`src/rtl/spi_slave_debug.sv`:
```
// SPI mode-0 slave that decodes write/read command frames and drives one rib bus master port.
// SPI pins are oversampled on clk; reads stream out of a one-word prefetch buffer.
module spi_slave_debug #(
    parameter int RD_LAT = 1
) (
    input  logic        clk,
    input  logic        rst_n,
    input  logic        spi_clk_i,
    input  logic        spi_ss_i,
    input  logic        spi_mosi_i,
    output logic        spi_miso_o,
    output logic        req_o,
    output logic        we_o,
    output logic [31:0] addr_o,
    output logic [31:0] wdata_o,
    input  logic [31:0] rdata_i,
    output logic        frame_done_o
);

    typedef enum logic [2:0] {
        IDLE, CMD, ADDR, WDATA, DUMMY, RDATA, IGNORE
    } state_t;

    // Stages [1:0] synchronize, stage [2] is the previous synchronized value for edge detect.
    // SS resets low so a frame already in progress at reset release is never seen as starting.
    logic [2:0] sclk_sync;
    logic [2:0] ss_sync;
    logic [1:0] mosi_sync;

    always_ff @(posedge clk or negedge rst_n) begin
        if (!rst_n) begin
            sclk_sync <= 3'b000;
            ss_sync   <= 3'b000;
            mosi_sync <= 2'b00;
        end else begin
            sclk_sync <= {sclk_sync[1:0], spi_clk_i};
            ss_sync   <= {ss_sync[1:0], spi_ss_i};
            mosi_sync <= {mosi_sync[0], spi_mosi_i};
        end
    end

    logic sclk_rise, sclk_fall, ss_rise, ss_fall, mosi_bit;
    assign sclk_rise = sclk_sync[1] & ~sclk_sync[2];
    assign sclk_fall = ~sclk_sync[1] & sclk_sync[2];
    assign ss_rise   = ss_sync[1] & ~ss_sync[2];
    assign ss_fall   = ~ss_sync[1] & ss_sync[2];
    assign mosi_bit  = mosi_sync[1];

    state_t      state;
    logic [4:0]  bit_cnt;
    logic [4:0]  fall_cnt;
    logic [30:0] shift;
    logic [30:0] miso_sr;
    logic [31:0] addr;
    logic [31:0] prefetch;
    logic        is_read;
    logic [1:0]  lat;

    logic [31:0] next_word;
    logic [31:0] aligned;
    assign next_word = {shift, mosi_bit};
    assign aligned   = {next_word[31:2], 2'b00};

    always_ff @(posedge clk or negedge rst_n) begin
        if (!rst_n) begin
            state        <= IDLE;
            bit_cnt      <= 5'd0;
            fall_cnt     <= 5'd0;
            shift        <= 31'd0;
            miso_sr      <= 31'd0;
            addr         <= 32'd0;
            prefetch     <= 32'd0;
            is_read      <= 1'b0;
            lat          <= 2'd0;
            spi_miso_o   <= 1'b0;
            req_o        <= 1'b0;
            we_o         <= 1'b0;
            addr_o       <= 32'd0;
            wdata_o      <= 32'd0;
            frame_done_o <= 1'b0;
        end else begin
            frame_done_o <= 1'b0;

            // Outstanding requests always run to completion, even across frame boundaries.
            if (req_o) begin
                if (lat == 2'd0) begin
                    req_o <= 1'b0;
                    if (!we_o) prefetch <= rdata_i;
                end else begin
                    lat <= lat - 2'd1;
                end
            end

            if (ss_rise) begin
                frame_done_o <= (state == ADDR) || (state == WDATA) ||
                                (state == DUMMY) || (state == RDATA);
                state      <= IDLE;
                bit_cnt    <= 5'd0;
                fall_cnt   <= 5'd0;
                spi_miso_o <= 1'b0;
            end else begin
                case (state)
                    IDLE: begin
                        if (ss_fall) begin
                            state    <= CMD;
                            bit_cnt  <= 5'd0;
                            fall_cnt <= 5'd0;
                        end
                    end
                    CMD: begin
                        if (sclk_rise) begin
                            shift   <= next_word[30:0];
                            bit_cnt <= bit_cnt + 5'd1;
                            if (bit_cnt == 5'd7) begin
                                bit_cnt <= 5'd0;
                                if (next_word[7:0] == 8'h02) begin
                                    is_read <= 1'b0;
                                    state   <= ADDR;
                                end else if (next_word[7:0] == 8'h03) begin
                                    is_read <= 1'b1;
                                    state   <= ADDR;
                                end else begin
                                    state <= IGNORE;
                                end
                            end
                        end
                    end
                    ADDR: begin
                        if (sclk_rise) begin
                            shift   <= next_word[30:0];
                            bit_cnt <= bit_cnt + 5'd1;
                            if (bit_cnt == 5'd31) begin
                                addr <= aligned;
                                if (is_read) begin
                                    state  <= DUMMY;
                                    req_o  <= 1'b1;
                                    we_o   <= 1'b0;
                                    addr_o <= aligned;
                                    lat    <= 2'(RD_LAT);
                                end else begin
                                    state <= WDATA;
                                end
                            end
                        end
                    end
                    WDATA: begin
                        if (sclk_rise) begin
                            shift   <= next_word[30:0];
                            bit_cnt <= bit_cnt + 5'd1;
                            if (bit_cnt == 5'd31) begin
                                req_o   <= 1'b1;
                                we_o    <= 1'b1;
                                addr_o  <= addr;
                                wdata_o <= next_word;
                                lat     <= 2'd0;
                                addr    <= addr + 32'd4;
                            end
                        end
                    end
                    DUMMY: begin
                        if (sclk_rise) begin
                            bit_cnt <= bit_cnt + 5'd1;
                            if (bit_cnt == 5'd7) begin
                                bit_cnt  <= 5'd0;
                                fall_cnt <= 5'd0;
                                state    <= RDATA;
                            end
                        end
                    end
                    RDATA: begin
                        if (sclk_fall) begin
                            fall_cnt <= fall_cnt + 5'd1;
                            if (fall_cnt == 5'd0) begin
                                // First bit of a word: drive it and fetch the following word.
                                spi_miso_o <= prefetch[31];
                                miso_sr    <= prefetch[30:0];
                                req_o      <= 1'b1;
                                we_o       <= 1'b0;
                                addr_o     <= addr + 32'd4;
                                lat        <= 2'(RD_LAT);
                                addr       <= addr + 32'd4;
                            end else begin
                                spi_miso_o <= miso_sr[30];
                                miso_sr    <= {miso_sr[29:0], 1'b0};
                            end
                        end
                    end
                    IGNORE: begin
                        spi_miso_o <= 1'b0;
                    end
                    default: state <= IDLE;
                endcase
            end
        end
    end

endmodule

```
`config.mk`:
```
export PLATFORM = sky130hd
export DESIGN_NAME = spi_slave_debug
export DESIGN_NICKNAME = d
export VERILOG_FILES = /design/src/rtl/spi_slave_debug.sv
export SDC_FILE = /design/constraint.sdc
export NUM_CORES = 1
export LEC_CHECK = 0
export BUFFER_PORTS_ARGS = -buffer_cell sky130_fd_sc_hd__buf_2
export CAP_MARGIN = 20
export CORE_MARGIN = 3
export CORE_UTILIZATION = 25
export CTS_CLUSTER_DIAMETER = 50
export CTS_CLUSTER_SIZE = 16
export DETAILED_ROUTE_END_ITERATION = 8
export PLACE_DENSITY = 0.5
export SETUP_SLACK_MARGIN = 0.2
export SLEW_MARGIN = 10
export SYNTH_ARGS = -nofsm -noshare
export SYNTH_HDL_FRONTEND = slang
export SYNTH_SLANG_ARGS = --single-unit
export TNS_END_PERCENT = 1
```
`constraint.sdc`:
```
create_clock -name clk -period 3.47 [get_ports clk]
set_input_delay 0.1735 -clock clk [delete_from_list [all_inputs] [get_ports clk]]
set_output_delay 0.1735 -clock clk [all_outputs]
set_load 0.05 [all_outputs]
```
==> results of run 1 <==
[registers in the layout (all words and copies together), names as in the netlist, 3 cells and up]
register   flops
prefetch      32
wdata_o       32
addr_o        31
miso_sr       31
shift         31
addr          30
bit_cnt        5
fall_cnt       5
sclk_sync      3
ss_sync        3
state          3
[power groups by stage]
stage | Sequential, mW | Clock [mW] | Combinational, mW
2_1_floorplan | 4.04 | 0 | 1.80
3_3_place_gp | 3.81 | 0 | 2.90
3_5_place_dp | 3.83 | 0 | 2.94
4_1_cts | 3.79 | 3.22 | 2.98
5_1_grt | 3.89 | 3.32 | 3.25
6_report | 3.78 | 3.12 | 2.95
[layer usage]
metal	share of wire	vias to the layer above	track usage
li1	-	3937	-
met1	0.46	4073	0.176
met2	0.46	201	0.210
met4	0.030	0	0.0393
met3	0.049	59	0.0263
met5	0	-	0
[synth_stat cells, types with 12 or more instances]
cell / instances
dfrtp_1: 215
mux2_2: 96
nand2_1: 94
o21ai_0: 69
a21oi_1: 59
clkbuf_1: 58
nor2_1: 57
mux2i_1: 35
nand3_1: 22
a31oi_1: 18
inv_1: 17
nor3_1: 17
buf_1: 12
buf_2: 12
nand4_1: 12
[worst max-delay path by stage]
stage                      end  cells after the start  startpoint  slack [ps]
floorplan           addr_o[17]                     10  bit_cnt[0]        1120
global placement    wdata_o[3]                      5    state[1]         770
detailed placement  wdata_o[4]                      5    state[1]         760
CTS                 wdata_o[4]                      5    state[1]         760
global route        addr_o[15]                      5    state[2]         540
finish              addr_o[23]                      9  bit_cnt[0]         770
[repair_timing]
action,CTS,global route
gates resized for setup,0,0
hold buffers,36,0
hold endpoints to repair,131,0
[worst register-to-register path, cell delays in order, from the launching register on]
cell and delay, ps:
dfrtp_1 380, ha_1 210, and3_1 190, ha_1 160
nor4bb_1 490, a32oi_2 140, or2_1 280, buf_4 240
or3_1 380, o221a_1 130
[cell families after synthesis]
logic type      count (synthesis)  share of synthesized area
flops                         215                      0.514
xor+xnor                        2                    0.00167
simple gates                  272                      0.130
fa+ha+maj                       8                    0.00932
buf+inv                       100                     0.0376
compound gates                276                      0.171
mux                           131                      0.137
[stage by stage]
stage / cells / instance area (µm²) / setup WS [ps] / power, mW / hold slack, ps
final: 1679 / 13000 / 772 / 9.84 / 213
after global routing: 1679 / 13000 / 538 / 10.5 / 248
after CTS: 1679 / 13000 / 758 / 9.99 / 242
after detailed placement: 1585 / 11600 / 759 / 6.77 / 281
after global placement: 1585 / 11600 / 767 / 6.71 / 285
after floorplan: 1004 / 10500 / 1120 / 5.84 / -122
[final cells by class]
| class | instances | area (µm²) | share of cell area |
|---|---|---|---|
| Multi-Input combinational cell | 689 | 4750 | 0.364 |
| Inverter | 17 | 63.8 | 0.00489 |
| Clock inverter | 23 | 223 | 0.0171 |
| Tap cell | 532 | 666 | 0.0510 |
| Timing Repair Buffer | 168 | 1140 | 0.0873 |
| Clock buffer | 35 | 821 | 0.0629 |
| Sequential cell | 215 | 5380 | 0.413 |
==> impl_metrics.yaml, run 1 <==
clocking:
  cts_tree: "yes"
  cts_buffers: 31
  cts-root-buf: "clkbuf_16"
  cts_max_level: 1
  clk_latency_ps: 570
  post_cts_buffers: 0
  cts.sinks: 215
  clockBufferDepth: 3
  clkTransAtPathRegs_ps: 60
critical_path:
  path_buf_inv: 1
  r2r_slack_ps: 770
  path_class: "flip-flop to flip-flop"
  slowest_delay_ps: 490
  critical_path.cell_chain: "ha_1, and3_1, ha_1, nor4bb_1, a32oi_2, or2_1, buf_4, or3_1, o221a_1"
  worstPathMaxFanout: 23
  crit_arrival_ps: 3150
  crit_slowest_cell: "nor4bb_1"
  required_ps: 3930
  start_kind: "flip-flop"
  endpoint_kind: "flip-flop"
  cpMostUsedCell: "ha_1"
  worstRegToRegCells: 9
  r2r-end: "addr_o[23]"
  critical-path-top-delay-family: "simple AND/OR/NAND/NOR gates"
  timing.rr.start: "bit_cnt[0]"
global_route:
  grt_pass1_vias: 8042
  grt_antenna_before_repair: 0
  grt_pass1_wl_mm: 46.6
  grtUsageTotal: 0.130
  gr-total-overflow: 0
  grt_start_max_net_pins: 100
synth:
  syn-num-nets: 1048
  synth_seq_cells: 215
  synth.avg_cell_area_um2: 10.4
  yosys.area.top_type: "dfrtp_1"
  yosys_warnings: 0
  synthesis.area_um2: 10500
  synth_cells: 1004
  ys_seq_area_frac: 0.514
  synth_area_leaders: "dfrtp_1, mux2_2, nand2_1"
  synth_edf_count: 0
  async_flop_share: 1.00
  yosysUniqueCellTypes: 68
  synth_ff_type: "dfrtp_1"
  netlist.area_leader.share: 0.514
routing:
  viasPerCell: 4.93
  drtPass1Iterations: 5
  drtAntennaViolNets: 0
  routedWlPerCell_um: 17.4
  postRouteWirelength_mm: 29.2
  dr_total_vias: 8270
  drt-initial-drc-count: 530
  drc: 0
floorplanning:
  ios: 105
  die_w_um: 211
  chipHeight_um: 211
  row_count: 74
  dieArea_um2: 44400
  coreArea_um2: 41100
  start_util: 0.255
cells_and_area:
  fin_util: 0.317
  drive_above_1_share: 0.263
  num-fill-cells: 4271
  nets: 1166
  mostFrequentLayoutCell: "dfrtp_1"
  antennaDiodeCount: 0
  syn_to_final_growth_pct: 24.5
  final_cell_mix: "dfrtp_1, buf_2, mux2_2"
sta:
  fin_crit_sh: 0.777
  fin_skew_ps: 16.0
  fmax_mhz: 371
  relSlewSlack: 0.391
  rsz0062_at_grt: "no"
  hold_viol_final: 0
  finalWorstPathRequiredPeriod_ps: 2700
  tns_ps: 0
  slew_violations: 0
  finalSetupViolations: 0
  max_slew.worst_pin.slew_ps: 913
run:
  drv_cap: 0
pwr:
  p_leak_nw: 6.01
  power_frac_comb: 0.299
  clkPwrFrac: 0.317
  p_sw_frac: 0.383
  ir_drop_uv: 380
  switchingPower_mw: 3.77
  power_density_nw_per_um2: 755
  p_int_mw: 6.07
  p_seq_frac: 0.384
placed_design:
  port_buffers: 104
  place_congestion: 0.798
  dp_hpwl_mm: 19.1
min_path:
  hp-class: "input pin to asynchronous set/reset pin"
outcome:
  outcome: "completed"
Note: power is estimated with default switching activity, not from simulation.
==> run 2, diff against run 1 <==
--- a/config.mk
+++ b/config.mk
@@ -5,6 +5,7 @@
 export SDC_FILE = /design/constraint.sdc
 export NUM_CORES = 1
 export LEC_CHECK = 0
+export ABC_AREA = 1
 export BUFFER_PORTS_ARGS = -buffer_cell sky130_fd_sc_hd__buf_2
 export CAP_MARGIN = 20
 export CORE_MARGIN = 3
==> constraint.sdc (replaced) <==
create_clock -name clk -period 2.55 [get_ports clk]
set_input_delay 0.1275 -clock clk [delete_from_list [all_inputs] [get_ports clk]]
set_output_delay 0.1275 -clock clk [all_outputs]
set_load 0.05 [all_outputs]
==> run 2 against run 1 <==
  * Core utilization is essentially flat
  * First-iteration DRC count grew 2.8%
  * Final area grew 0.13%
  * Worst hold slack lost 98 ps
  * Flip-flop and latch count is the same
  * Combinational power grew 52%
  * Area after synthesis is essentially flat
  * Synthesized cell count grew 28%
  * Worst setup slack lost 290 ps
  * Critical path type unchanged
==> impl_metrics.yaml, run 2 <==
global_route:
  use_met1: 0.170
  grt_start_max_net_pins: 69
  grt_pass1_vias: 8603
  gr-total-overflow: 0
  top_usage_layer: "met2"
  grt_pass1_wl_mm: 46.6
  grtUsageMet3: 0.0282
  grt_antenna_before_repair: 0
  use_met2: 0.215
  grtUsageTotal: 0.128
routing:
  drtAntennaViolNets: 0
  postRouteWirelength_mm: 28.3
  routedWlPerCell_um: 14.3
  dr_total_vias: 8709
  viasPerCell: 4.40
  drt-initial-drc-count: 545
  drc: 0
  drtPass1Iterations: 5
placed_design:
  place_ws_ps: 432
  port_buffers: 104
  dp_hpwl_mm: 19.7
  dp_cells: 1891
  place_congestion: 0.874
critical_path:
  required_ps: 3010
  r2r-end: "state[1]"
  timing.rr.start: "state[2]"
  path_class: "flip-flop to flip-flop"
  crit_arrival_ps: 2520
  worstRegToRegCells: 9
  start_kind: "flip-flop"
  endpoint_kind: "flip-flop"
  worstPathMaxFanout: 21
  r2r_slack_ps: 480
pwr:
  p_seq_frac: 0.359
  p_sw_frac: 0.393
  p_leak_nw: 6.25
  switchingPower_mw: 5.31
  clkPwrFrac: 0.310
  power_frac_comb: 0.331
  p_int_mw: 8.20
  ir_drop_uv: 526
  power_density_nw_per_um2: 1030
sta:
  finalWorstPathRequiredPeriod_ps: 2070
  layout_setup_ws_ps: 484
  rsz0062_at_grt: "no"
  fmax_mhz: 484
  slew_violations: 0
  hold_ws_ps: 116
  finalSetupViolations: 0
  tns_ps: 0
  relSlewSlack: 0.611
  fin_skew_ps: 27.6
  hold_viol_final: 0
  fin_crit_sh: 0.810
  max_slew.worst_pin.slew_ps: 584
clocking:
  clkTransAtPathRegs_ps: 60
  cts_tree: "yes"
  cts_max_level: 1
  cts_buffers: 30
  cts.sinks: 215
  clk_latency_ps: 570
  clockBufferDepth: 3
  cts-root-buf: "clkbuf_16"
floorplanning:
  row_count: 74
  start_util: 0.255
  chipHeight_um: 211
  coreArea_um2: 41100
  die_w_um: 211
  ios: 105
  dieArea_um2: 44400
cells_and_area:
  antennaDiodeCount: 0
  final_cell_mix: "nand2_1, dfrtp_1, o21ai_0"
  instances_no_fill: 1981
  nets: 1471
  drive_above_1_share: 0.159
  syn_to_final_growth_pct: 24.5
  largestRegisters: "prefetch (32), wdata_o (32)"
  mostFrequentLayoutCell: "nand2_1"
synth:
  synth_xor_area_frac: 0.00585
  synth_area_leaders: "dfrtp_1, nand2_1, o21ai_0"
  synthesis.area_um2: 10500
  synth_edf_count: 0
  yosys.area_share.simple: 0.233
  synth_compound_area_frac: 0.106
  synth_seq_cells: 215
  yosysUniqueCellTypes: 35
  async_flop_share: 1.00
  synth_cells: 1290
  yosys.area.top_type: "dfrtp_1"
  synthAdderAreaFrac: 0.00835
  syn-num-nets: 1334
  netlist.area_leader.share: 0.513
  synth_ff_type: "dfrtp_1"
  yosys_warnings: 0
  synth.area.mux_share: 0.0619
  synthMostInstantiatedCell: "nand2_1"
  synth_top_family_by_area: "simple AND/OR/NAND/NOR gates"
  synth.avg_cell_area_um2: 8.13
  ys_top_cells_by_count: "nand2_1, dfrtp_1, o21ai_0"
  ys_seq_area_frac: 0.513
run:
  drv_cap: 0
min_path:
  hp-class: "input pin to asynchronous set/reset pin"
outcome:
  outcome: "completed"
==> run 2: cell types whose count changed after synthesis, moves of 48 or more <==
| cell | previous run | this run |
|---|---|---|
| nor2_1 | 57 | 121 |
| o21ai_0 | 69 | 132 |
| mux2_2 | 96 | 31 |
| nand2_1 | 94 | 385 |
| nand3_1 | 22 | 70 |
| inv_1 | 17 | 125 |
==> run 2: worst max-delay path by stage <==
stage | start | end | slack, ps | cells after the start
final | state[2] | state[1] | 480 | 9
after global routing | fall_cnt[0] | addr_o[26] | 210 | 13
after CTS | ss_sync[2] | bit_cnt[1] | 410 | 11
after detailed placement | ss_sync[2] | bit_cnt[1] | 430 | 11
after global placement | ss_sync[2] | bit_cnt[1] | 500 | 11
after floorplan | bit_cnt[0] | addr_o[30] | 790 | 13
==> run 2: cells by family (layout without fill, tap and decap cells) <==
| logic type | Yosys count | count (layout) |
|---|---|---|
| buf+inv | 186 | 345 |
| compound gates | 210 | 210 |
| simple gates | 604 | 604 |
| fa+ha+maj | 7 | 7 |
| mux | 61 | 61 |
| flops | 215 | 215 |
| xor+xnor | 7 | 7 |
==> run 2: routing by layer <==
layer	wire, µm	up-vias
met5	0	-
met4	547	0
met3	1500	38
met2	13300	178
met1	13000	4067
li1	-	4426
==> run 2: layout make-up <==
class,count,area (µm²)
clock buffer,39,835
clock inverter,15,190
fill,4381,28100
inverter,133,499
multi-input combinational,889,4370
sequential,215,5380
tap,532,666
timing repair buffer,158,1110
==> run 2: critical path, stage by stage (launching register included) <==
cell	delay, ps
dfrtp_1	490
inv_2	120
nand3_2	190
nand2_2	120
inv_2	320
o21ai_0	200
o21ai_1	250
nand2_1	130
nand2_1	80
nand2_1	50
==> run 2: stage by stage <==
stage | total power [mW] | util | cell area, µm²
after floorplan | 8.08 | - | 10500
after global placement | 9.31 | 0.284 | 11700
after detailed placement | 9.37 | 0.284 | 11700
after CTS | 13.7 | 0.318 | 13100
after global routing | 14.5 | 0.318 | 13100
final | 13.5 | 0.318 | 13100
==> run 2: power groups by stage <==
stage	registers [mW]	logic (mW)	clock network [mW]
floorplan	5.43	2.65	0
global placement	4.89	4.41	0
detailed placement	4.91	4.46	0
CTS	4.86	4.52	4.33
global route	4.97	5.04	4.49
finish	4.85	4.47	4.19
==> run 2: repair_timing <==
action                                 in CTS  in global routing
endpoints found under the hold margin     147                  0
hold buffers                               36                  0
buffers inserted                            0                  0
setup endpoints to repair                   0                  2
resized for setup                           0                  1
==> run 3, diff against run 2 <==
--- a/config.mk
+++ b/config.mk
@@ -5,7 +5,7 @@
 export SDC_FILE = /design/constraint.sdc
 export NUM_CORES = 1
 export LEC_CHECK = 0
-export ABC_AREA = 1
+export ABC_AREA = 0
 export BUFFER_PORTS_ARGS = -buffer_cell sky130_fd_sc_hd__buf_2
 export CAP_MARGIN = 20
 export CORE_MARGIN = 3
@@ -13,7 +13,7 @@
 export CTS_CLUSTER_DIAMETER = 50
 export CTS_CLUSTER_SIZE = 16
 export DETAILED_ROUTE_END_ITERATION = 8
-export PLACE_DENSITY = 0.5
+export PLACE_DENSITY = 0.52
 export SETUP_SLACK_MARGIN = 0.2
 export SLEW_MARGIN = 10
 export SYNTH_ARGS = -nofsm -noshare
==> constraint.sdc (replaced) <==
create_clock -name clk -period 1.7 [get_ports clk]
set_input_delay 0.085 -clock clk [delete_from_list [all_inputs] [get_ports clk]]
set_output_delay 0.085 -clock clk [all_outputs]
set_load 0.05 [all_outputs]
==> run 3 against run 2 <==
  * The flow now finishes with violations (negative setup slack)
  * Clock power up 78%
  * Clock-buffer cell count up 1
  * Sequential share of layout area shrank 5.7 points
  * Wire length increased by 11%
  * Cell count is 7.1% lower
  * Sequential power grew 52%
  * Critical endpoint is now addr_o[30]
  * Largest cell class unchanged
==> impl_metrics.yaml, run 3 (synthesis gave the netlist of run 1 again) <==
pwr:
  ir_drop_uv: 821
  power_density_nw_per_um2: 1530
  p_leak_nw: 7.18
  power_mw: 23.2
cells_and_area:
  seqCellArea_um2: 5380
  nets: 1327
  design_area_um2: 15200
  multiInputGateArea_um2: 5230
  antennaDiodeCount: 0
  largestRegisters: "prefetch (32), wdata_o (32)"
  syn_to_final_growth_pct: 44.8
  instances_no_fill: 1840
  mostFrequentLayoutCell: "dfrtp_1"
  num-fill-cells: 4075
  drive_above_1_share: 0.396
  final_cell_mix: "dfrtp_1, buf_4, buf_2"
placed_design:
  place_congestion: 0.843
  place_ws_ps: -550
  dp_cells: 1732
  placed_cell_area_um2: 13000
  port_buffers: 104
  dp_hpwl_mm: 21.3
routing:
  drc: 0
  routedWlPerCell_um: 17.0
  drt-initial-drc-count: 426
  dr_total_vias: 8922
  drtPass1Iterations: 5
  postRouteWirelength_mm: 31.4
  drtAntennaViolNets: 0
  viasPerCell: 4.85
clocking:
  cts_max_level: 2
  clk_latency_ps: 540
  cts-root-buf: "clkbuf_16"
  clockBufferDepth: 3
  cts.sinks: 215
  cts_tree: "yes"
  clkTransAtPathRegs_ps: 60
  cts_buffers: 35
global_route:
  grt_start_max_net_pins: 64
  gr-total-overflow: 0
  grt_pass1_vias: 9132
  grtUsageTotal: 0.141
  grt_pass1_wl_mm: 50.4
  grt_antenna_before_repair: 0
sta:
  fmax_mhz: 464
  fin_crit_sh: 1.27
  layout_setup_ws_ps: -453
  slew_violations: 0
  relSlewSlack: 0.643
  rsz0062_at_grt: "yes"
  hold_ws_ps: 97.8
  fin_skew_ps: 23.7
  max_slew.worst_pin.slew_ps: 535
  finalSetupViolations: 161
  finalWorstPathRequiredPeriod_ps: 2150
  hold_viol_final: 0
outcome:
  outcome: "finished, violations left"
  violations: "negative setup slack"
floorplanning:
  coreArea_um2: 41100
  row_count: 74
  ios: 105
  start_util: 0.255
  die_w_um: 211
  chipHeight_um: 211
  dieArea_um2: 44400
critical_path:
  slowest_delay_ps: 350
  worstPathMaxFanout: 5
  path_class: "flip-flop to flip-flop"
  crit_arrival_ps: 2570
  timing.rr.start: "bit_cnt[1]"
  critPathLaunch: "bit_cnt[1]"
  required_ps: 2120
  crit_slowest_cell: "dfrtp_1"
  endpoint_kind: "flip-flop"
  start_kind: "flip-flop"
  critical_path.cell_chain: "ha_2, and3_4, ha_4, nor4bb_4, a32oi_2, or2_4, buf_12, a221o_1, o22a_1"
run:
  drv_cap: 0
min_path:
  hp-class: "input pin to asynchronous set/reset pin"
-- run 3: changes by cell type in the layout (fill, tap and decap cells not counted), sizes merged, moves of 10 or more --
cell	before	now
a21o	0	10
a21oi	40	59
a22o	0	10
a31oi	8	18
and4	0	10
buf	122	288
inv	138	30
mux2	31	96
nand2	390	94
nand3	75	24
nor2	124	57
nor3	5	19
o21ai	139	79
o22a	0	11
-- run 3: final timing paths --
path | to | slack [ps] | cells after the start
hold reg to reg | mosi_sync[1] | 350 | 0
hold / removal | miso_sr[5] | 100 | 2
setup reg to reg | addr_o[30] | -450 | 9
min in group clk | mosi_sync[0] | 200 | 2
setup / recovery | addr_o[30] | -450 | 9
max in group asynchronous | wdata_o[15] | 1000 | 3
-- run 3: layout make-up --
type                       count  share of cell area
multi-input combinational    689               0.345
clock buffer                  40              0.0611
inverter                      17             0.00421
clock inverter                22              0.0192
sequential                   215               0.355
timing repair buffer         325               0.172
tap                          532              0.0439
-- run 3: critical path, delay by kind of cell, from the launching register on --
kind            cells  cell delay (ps)
simple gates        3              710
compound gates      3              530
flops               1              350
fa+ha+maj           2              320
buf+inv             1              150
-- run 3: stage by stage --
step,setup TNS [ps],utilization
finish,-29210,0.369
global route,-45460,0.369
CTS,-40810,0.364
detailed placement,-52270,0.315
global placement,-46190,0.315
floorplan,-48110,-
-- run 3: report_power, final --
group          leakage, nW  internal [mW]  switching [mW]
clock network        0.593           4.65            2.81
logic                 3.71           3.79            4.60
registers             2.88           6.47           0.898
-- run 3: repair_timing --
action / 4_1_cts / 5_1_grt
gates cloned: 1 / 1
hold endpoints to repair: 250 / 0
pin swaps: 18 / 18
hold buffers: 36 / 0
gates resized for setup: 91 / 46
setup buffers: 6 / 2
setup endpoints to repair: 206 / 206
-- run 3: metal layers --
metal | part of all wire | wire, µm | track usage
met4 | 0.026 | 821 | 0.0446
met1 | 0.45 | 14200 | 0.183
met2 | 0.47 | 14700 | 0.231
met5 | 0 | 0 | 0
met3 | 0.053 | 1650 | 0.0362
